--- src/rtl/mac_ofm_packer_pkg.sv ---
// Shared types and constants for the MAC lane output-feature-map packer.
// Optional monitor feature is enabled by defining MAC_OFM_PACKER_MONITOR_EN.
package mac_ofm_packer_pkg;

  localparam int MAC_WORD_W     = 32;
  localparam int MAC_OFM_PACK_N = 4;

  // Per-result stream word produced by one MAC lane.
  typedef struct packed {
    logic [MAC_WORD_W-1:0] data;
    logic                  output_end;
  } mac_lane_ofm_port;

  // Per-result floating-point status from the lane.
  typedef struct packed {
    logic is_nan;
    logic is_inf;
  } mac_lane_monitor;

  // One packed beat for the default packing factor.
  typedef struct packed {
    logic [MAC_WORD_W*MAC_OFM_PACK_N-1:0] data;
    logic [MAC_OFM_PACK_N-1:0]            word_valid;
    logic                                 last;
  } mac_ofm_beat_port;

  // FILL accumulates words; COMMIT qualifies the FIFO write of a finished beat.
  typedef enum logic {
    PACK_FILL,
    PACK_COMMIT
  } pack_state_e;

  // Flat width of a beat {data, word_valid, last} for a given packing factor.
  function automatic int beat_width(input int pack_n);
    return MAC_WORD_W * pack_n + pack_n + 1;
  endfunction

endpackage

--- src/rtl/mac_ofm_packer_if.sv ---
// Result-in / beat-out handshake bundle of the OFM packer.
// The packer uses the slave modport; the lane/writeback side uses master.
interface mac_ofm_packer_if
  import mac_ofm_packer_pkg::*;
#(
  parameter int PACK_N = MAC_OFM_PACK_N
);

  logic                         i_ofm_valid;
  mac_lane_ofm_port             i_ofm;
  logic                         o_ofm_ready;
  logic                         o_beat_valid;
  logic [MAC_WORD_W*PACK_N-1:0] o_beat_data;
  logic [PACK_N-1:0]            o_beat_word_valid;
  logic                         o_beat_last;
  logic                         i_beat_ready;

  modport slave (
    input  i_ofm_valid, i_ofm, i_beat_ready,
    output o_ofm_ready, o_beat_valid, o_beat_data, o_beat_word_valid, o_beat_last
  );

  modport master (
    output i_ofm_valid, i_ofm, i_beat_ready,
    input  o_ofm_ready, o_beat_valid, o_beat_data, o_beat_word_valid, o_beat_last
  );

endinterface

--- src/rtl/mac_ofm_fifo.sv ---
// Synchronous FIFO of packed beats; head is the oldest entry.
// Push when full and pop when empty are ignored.
module mac_ofm_fifo #(
  parameter int WIDTH = 1,
  parameter int DEPTH = 4
) (
  input  logic             clk,
  input  logic             rst,
  input  logic             push,
  input  logic [WIDTH-1:0] din,
  input  logic             pop,
  output logic             full,
  output logic             empty,
  output logic [WIDTH-1:0] head
);

  localparam int            AW      = $clog2(DEPTH);
  localparam logic [AW:0]   CNT_MAX = (AW+1)'(DEPTH);
  localparam logic [AW:0]   CNT_ONE = (AW+1)'(1);
  localparam logic [AW-1:0] PTR_ONE = AW'(1);

  logic [WIDTH-1:0] mem [DEPTH];
  logic [AW-1:0]    wr_ptr;
  logic [AW-1:0]    rd_ptr;
  logic [AW:0]      count;
  logic             do_push;
  logic             do_pop;

  assign full    = (count == CNT_MAX);
  assign empty   = (count == '0);
  assign do_push = push && !full;
  assign do_pop  = pop && !empty;
  assign head    = mem[rd_ptr];

  // Pointer and occupancy bookkeeping; pointers wrap naturally at DEPTH.
  // NOTE: state registers use <= so every flop samples pre-edge values.
  always_ff @(posedge clk) begin
    if (rst) begin
      wr_ptr <= '0;
      rd_ptr <= '0;
      count  <= '0;
    end else begin
      if (do_push) wr_ptr <= wr_ptr + PTR_ONE;
      if (do_pop)  rd_ptr <= rd_ptr + PTR_ONE;
      case ({do_push, do_pop})
        2'b10:   count <= count + CNT_ONE;
        2'b01:   count <= count - CNT_ONE;
        default: count <= count;
      endcase
    end
  end

  // Storage write.
  // NOTE: the array has no reset; stale entries are unreachable once count is 0.
  always_ff @(posedge clk) begin
    if (do_push) mem[wr_ptr] <= din;
  end

endmodule

--- src/rtl/mac_ofm_packer.sv ---
// Packs PACK_N lane results into wide beats, buffers them, and presents them
// with a valid/ready handshake. output_end flushes a partial beat immediately.
// Define MAC_OFM_PACKER_MONITOR_EN to add NaN/Inf monitor ports and counters.
module mac_ofm_packer
  import mac_ofm_packer_pkg::*;
#(
  parameter int PACK_N     = MAC_OFM_PACK_N,
  parameter int FIFO_DEPTH = 4
) (
  input  logic                clk,
  input  logic                rst,
  mac_ofm_packer_if.slave     bus
`ifdef MAC_OFM_PACKER_MONITOR_EN
  ,
  input  mac_lane_monitor     i_monitor,
  input  logic                i_monitor_clear,
  output logic                o_nan_seen,
  output logic                o_inf_seen,
  output logic [15:0]         o_nan_count
`endif
);

  localparam int            CW       = (PACK_N > 1) ? $clog2(PACK_N) : 1;
  localparam int            BEAT_W   = beat_width(PACK_N);
  localparam logic [CW-1:0] CNT_LAST = CW'(PACK_N - 1);
  localparam logic [CW-1:0] CNT_ONE  = CW'(1);

  logic [CW-1:0]                cnt;
  logic [MAC_WORD_W*PACK_N-1:0] pack_data;
  logic [PACK_N-1:0]            pack_mask;
  logic [MAC_WORD_W*PACK_N-1:0] fill_data;
  logic [PACK_N-1:0]            fill_mask;
  pack_state_e                  pack_state;
  logic                         accept;
  logic                         rst_q;
  logic                         fifo_full;
  logic                         fifo_empty;
  logic [BEAT_W-1:0]            fifo_head;

  assign accept          = bus.i_ofm_valid && bus.o_ofm_ready;
  // Ready comes only from registers, so a pop cannot open the input in the same cycle.
  assign bus.o_ofm_ready = !fifo_full && !rst_q;

  // Merge the incoming word into the pack register and decide whether the beat commits.
  // NOTE: every always_comb output gets a default first so no latch is inferred.
  always_comb begin
    fill_data = pack_data;
    fill_mask = pack_mask;
    fill_data[int'(cnt)*MAC_WORD_W +: MAC_WORD_W] = bus.i_ofm.data;
    fill_mask[cnt] = 1'b1;
    pack_state = PACK_FILL;
    if (accept && (cnt == CNT_LAST || bus.i_ofm.output_end)) pack_state = PACK_COMMIT;
  end

  // Pack counter and pack register; a committed beat leaves a clean register behind.
  always_ff @(posedge clk) begin
    if (rst) begin
      rst_q     <= 1'b1;
      cnt       <= '0;
      pack_data <= '0;
      pack_mask <= '0;
    end else begin
      rst_q <= 1'b0;
      if (pack_state == PACK_COMMIT) begin
        cnt       <= '0;
        pack_data <= '0;
        pack_mask <= '0;
      end else if (accept) begin
        cnt       <= cnt + CNT_ONE;
        pack_data <= fill_data;
        pack_mask <= fill_mask;
      end
    end
  end

  mac_ofm_fifo #(
    .WIDTH (BEAT_W),
    .DEPTH (FIFO_DEPTH)
  ) u_fifo (
    .clk   (clk),
    .rst   (rst),
    .push  (pack_state == PACK_COMMIT),
    .din   ({fill_data, fill_mask, bus.i_ofm.output_end}),
    .pop   (bus.i_beat_ready),
    .full  (fifo_full),
    .empty (fifo_empty),
    .head  (fifo_head)
  );

  // Beat outputs are forced to zero whenever nothing is buffered.
  always_comb begin
    bus.o_beat_valid = !fifo_empty;
    {bus.o_beat_data, bus.o_beat_word_valid, bus.o_beat_last} = '0;
    if (!fifo_empty) {bus.o_beat_data, bus.o_beat_word_valid, bus.o_beat_last} = fifo_head;
  end

`ifdef MAC_OFM_PACKER_MONITOR_EN
  // Sticky NaN/Inf flags and saturating NaN count over accepted results; clear wins.
  always_ff @(posedge clk) begin
    if (rst || i_monitor_clear) begin
      o_nan_seen  <= 1'b0;
      o_inf_seen  <= 1'b0;
      o_nan_count <= '0;
    end else if (accept) begin
      if (i_monitor.is_nan) begin
        o_nan_seen <= 1'b1;
        if (o_nan_count != 16'hFFFF) o_nan_count <= o_nan_count + 16'd1;
      end
      if (i_monitor.is_inf) o_inf_seen <= 1'b1;
    end
  end
`endif

endmodule

--- src/flat_wrapper.sv ---
// flat-port wrapper written by rule: the top's interface ports become plain ports
module mac_ofm_packer_flat import mac_ofm_packer_pkg::*;
#(
  parameter int PACK_N     = MAC_OFM_PACK_N,
  parameter int FIFO_DEPTH = 4
)
  (clk, rst, bus_i_ofm_valid, bus_i_ofm, bus_i_beat_ready, bus_o_ofm_ready, bus_o_beat_valid, bus_o_beat_data, bus_o_beat_word_valid, bus_o_beat_last);
  mac_ofm_packer_if #(.PACK_N(PACK_N)) bus_i ();
  input  logic clk;
  input  logic rst;
  input wire logic [$bits(bus_i.i_ofm_valid)-1:0] bus_i_ofm_valid;
  input wire logic [$bits(bus_i.i_ofm)-1:0] bus_i_ofm;
  input wire logic [$bits(bus_i.i_beat_ready)-1:0] bus_i_beat_ready;
  output wire logic [$bits(bus_i.o_ofm_ready)-1:0] bus_o_ofm_ready;
  output wire logic [$bits(bus_i.o_beat_valid)-1:0] bus_o_beat_valid;
  output wire logic [$bits(bus_i.o_beat_data)-1:0] bus_o_beat_data;
  output wire logic [$bits(bus_i.o_beat_word_valid)-1:0] bus_o_beat_word_valid;
  output wire logic [$bits(bus_i.o_beat_last)-1:0] bus_o_beat_last;
  assign bus_i.i_ofm_valid = bus_i_ofm_valid;
  assign bus_i.i_ofm = bus_i_ofm;
  assign bus_i.i_beat_ready = bus_i_beat_ready;
  assign bus_o_ofm_ready = bus_i.o_ofm_ready;
  assign bus_o_beat_valid = bus_i.o_beat_valid;
  assign bus_o_beat_data = bus_i.o_beat_data;
  assign bus_o_beat_word_valid = bus_i.o_beat_word_valid;
  assign bus_o_beat_last = bus_i.o_beat_last;
  mac_ofm_packer #(.PACK_N(PACK_N), .FIFO_DEPTH(FIFO_DEPTH)) u_core (.clk(clk), .rst(rst), .bus(bus_i));
endmodule
--- config.mk ---
export PLATFORM = sky130hd
export DESIGN_NAME = mac_ofm_packer_flat
export DESIGN_NICKNAME = d
export VERILOG_FILES = /design/src/rtl/mac_ofm_packer_pkg.sv /design/src/rtl/mac_ofm_packer_if.sv /design/src/rtl/mac_ofm_fifo.sv /design/src/rtl/mac_ofm_packer.sv /design/src/flat_wrapper.sv
export SDC_FILE = /design/constraint.sdc
export NUM_CORES = 1
export LEC_CHECK = 0
export ABC_AREA = 1
export BUFFER_PORTS_ARGS = -buffer_cell sky130_fd_sc_hd__buf_4
export CORE_UTILIZATION = 50
export CTS_BUF_LIST = sky130_fd_sc_hd__clkbuf_4 sky130_fd_sc_hd__clkbuf_8
export DETAILED_ROUTE_END_ITERATION = 16
export GPL_ROUTABILITY_DRIVEN = 0
export GPL_TIMING_DRIVEN = 0
export PLACE_DENSITY_LB_ADDON = 0.12
export SETUP_SLACK_MARGIN = 0.2
export SLEW_MARGIN = 20
export SYNTH_ARGS = -nofsm -noshare
export SYNTH_HDL_FRONTEND = slang
export SYNTH_SLANG_ARGS = --single-unit
--- constraint.sdc ---
create_clock -name clk -period 9 [get_ports clk]
set_input_delay 0.45 -clock clk [delete_from_list [all_inputs] [get_ports clk]]
set_output_delay 0.45 -clock clk [all_outputs]
set_load 0.005 [all_outputs]
==> summary.md <==
| Metric | Value |
|---|---|
| Yosys reg bits | `676` |
| Tot GR Track Use | `28.2%` |
| Status | `completed` |
| Pint | `5.55 mW` |
| Cell count after synthesis | `2,722` |
| Starting Density | `50.5%` |
| Clock transition at path regs | `0.06 ns` |
| Largest net degree at the start of global routing | `25` |
| Final Worst Setup Slack | `5.62 ns` |
| VDD IR max | `0.158 mV` |
| Non-Filler Instances | `3,868` |
| Tmin final | `3.38 ns` |
| Die H | `238 microns` |
| Via-to-Cell Ratio | `5.47` |
| Worst-Margin Slew | `0.706 ns` |
| First-pass GRT wire length | `118 mm` |
| Core ar. | `55,000 sq um` |
| Clock power share | `32.7%` |
| Initial antenna violation count | `3` |
| Wirelength per Cell | `20.7 microns` |
| Critical path class | `reg2out` |
| PortBufs | `171` |
| Synth area leaders | `edfxtp_1 58%, dfxtp_1 10%, nor2_1 7.5%, nand2_1 7.4%, a21oi_1 4.9%` |
| RSZ-0062 raised after global routing | `false` |
| Worst hold path class | `in2reg` |
| Commonest non-fill, non-tap cell in the layout | `nor2_1` |
| Seq/Total Area, Yosys | `67.9%` |
| # rows | `86` |
| Crit path DAT | `2.93 ns` |
| Worst rel slew slack | `52.9%` |
| WP buf/inv | `4` |
| Max_cap viols | `0` |
| Syn Area/Cell | `10.2 sq um` |
| Sequential Power Share | `42.8%` |
| Inserted Clock Buffers | `106` |
| CP delay by family, top | `buffers and inverters` |
| Commonest cells after routing, fill and taps aside | `552 x nor2_1, 548 x nand2_1, 532 x edfxtp_1` |
| Fraction of post-synthesis cell area in the top cell type by area | `57.5%` |
| Leakage power | `12.4 nW` |
| DIE WIDTH | `238 microns` |
| I/O pin count | `172` |
| Crit. End Element | `output port` |
| Cell area after synthesis | `27,800 sq um` |
| Final Cycle Share | `37.6%` |
| Antenna-violating nets left | `0` |
| CP max-delay cell | `buf_1` |
| HPWL Detailed | `53.1 mm` |
| CTS Sinks | `676` |
| Power Density | `245 nW/um^2` |
| CTS resizes | `0` |
| FMAX | `295 MHz` |
| Setup violators final | `0` |
| Gate power share | `24.5%` |
| Congestion Overflow GR | `0` |
| CTS tree | `done` |
| Crit path max fanout | `10` |
| Clock latency on the worst-skew pair | `0.72 ns` |
| Post-place setup slack | `6.23 ns` |
| CP startpoint kind | `flop` |
| Max incr delay on CP | `0.52 ns` |
| Vias in the first global route | `19,634` |
| Sw frac | `30.8%` |
| Vias | `21,149` |
| Root Driver | `clkbuf_8` |
| Hold Vio Cnt, Final | `0` |
| DRC Markers | `0` |
| Share of cells above drive strength 1 | `15.9%` |
| Post-Route WL | `80.1 mm` |
| Synth unique cells | `26` |
| Synth Warn # | `0` |
| Final nets | `3,079` |
| Leading area contributor after synthesis | `edfxtp_1` |
| Synthesized Nets | `2,773` |
| CP required | `8.55 ns` |
| Dpl cells | `3,666` |
| CTS H-tree lvls | `3` |
| Net Sw Power | `2.47 mW` |
| 1st-pass router iterations | `5` |
| Crit path cell chain | `nor2_2, nand2_1, inv_2, buf_2, buf_1, a21oi_1, buf_4` |
| Initial DRC Count | `2,173` |
| Clock tree buffer depth | `3` |
| Die area | `56,500 sq um` |
| Layout area overhead | `18.0%` |
| Clock skew | `0.0272 ns` |
| Max Slew Vio Count | `0` |
## tightest hold or removal path, stage by stage
cell and delay, ns:
buf_4 0.15, nand4_1 0.09, a21oi_1 0.06
## power by group through the flow
stage / clock network (mW) / logic, mW / registers [mW]
after detailed placement: 0 / 1.96 / 3.50
after global placement: 0 / 1.93 / 3.51
after CTS: 2.65 / 1.97 / 3.43
final: 2.62 / 1.97 / 3.43
after global routing: 2.79 / 2.14 / 3.43
after floorplan: 0 / 0.962 / 3.50
## metrics by stage
step / cell area (sq um) / total power, mW / setup TNS [ns] / util [%] / hold WS (ns)
global route: 32800 / 8.36 / 0 / 59.6 / 0.0854
global placement: 30000 / 5.44 / -1527.82 / 54.5 / 0.447
floorplan: 27800 / 4.46 / 0 / - / 0.431
detailed placement: 30600 / 5.46 / 0 / 55.6 / 0.456
CTS: 32800 / 8.06 / 0 / 59.6 / 0.0448
finish: 32800 / 8.02 / 0 / 59.6 / 0.0991
## cell usage after synthesis
cell type  count
nor2_1       556
inv_1         63
o21bai_1      13
nand3_1      110
clkbuf_1      70
or2_2          2
inv_2          5
xor2_1         1
buf_4         17
nand2_2        3
fa_1           1
a21oi_1      273
edfxtp_1     532
buf_1         11
nor2_4         2
nor2_2         1
ha_1          13
nand3_2        1
buf_2         81
dfxtp_1      144
buf_6          1
o21ai_0      264
nand2_1      548
o21ai_1        6
nand4_4        1
nand4_1        3
## cells by family after synthesis
| group | synth area share, % |
|---|---|
| fa+ha+maj | 0.658 |
| flops | 67.9 |
| simple gates | 17.3 |
| compound gates | 10.1 |
| buf+inv | 3.97 |
| xor+xnor | 0.0315 |
## final cells by class
type | count | area (sq um)
inverter | 68 | 255
antenna | 3 | 7.51
buffer | 180 | 848
clock buffer | 172 | 2030
clock inverter | 25 | 136
tap | 748 | 936
multi-input combinational | 1798 | 7840
timing repair buffer | 198 | 1860
sequential | 676 | 18900
fill | 4560 | 22200
## final timing paths
path | startpoint | end | slack [ns] | cells after the start
worst max-delay path | u_core.u_fifo.count[0] | bus_o_beat_data[103] | 5.62 | 7
worst min-delay path | bus_i_ofm_valid | u_core.pack_mask[3] | 0.1 | 3
worst max register to register | u_core.cnt[1] | u_core.u_fifo.mem[0][55] | 6.16 | 8
worst min register to register | u_core.pack_mask[1] | u_core.pack_mask[1] | 0.46 | 2
## state kept, by name, summed over array words and instances, names as in the netlist, named ones only
signal,cells
u_core.u_fifo.count,3
u_core.cnt,2
u_core.u_fifo.mem,532
u_core.rst_q,1
u_core.pack_mask,4
u_core.u_fifo.rd_ptr,2
u_core.u_fifo.wr_ptr,2
u_core.pack_data,128
## layer usage
| layer | global-route usage (%) | part of all wire [%] | routed length, microns |
|---|---|---|---|
| met1 | 38.9 | 41 | 33000 |
| met5 | 0 | 0.037 | 30 |
| met3 | 5.85 | 9.1 | 7270 |
| met2 | 43.6 | 46 | 37000 |
| met4 | 11.8 | 3.5 | 2790 |
## timing repair
item,CTS,global route
hold buffers,2,0
buffers inserted,0,0
endpoints found under the hold margin,7,0
No activity file was read; power rests on OpenSTA's default activity.
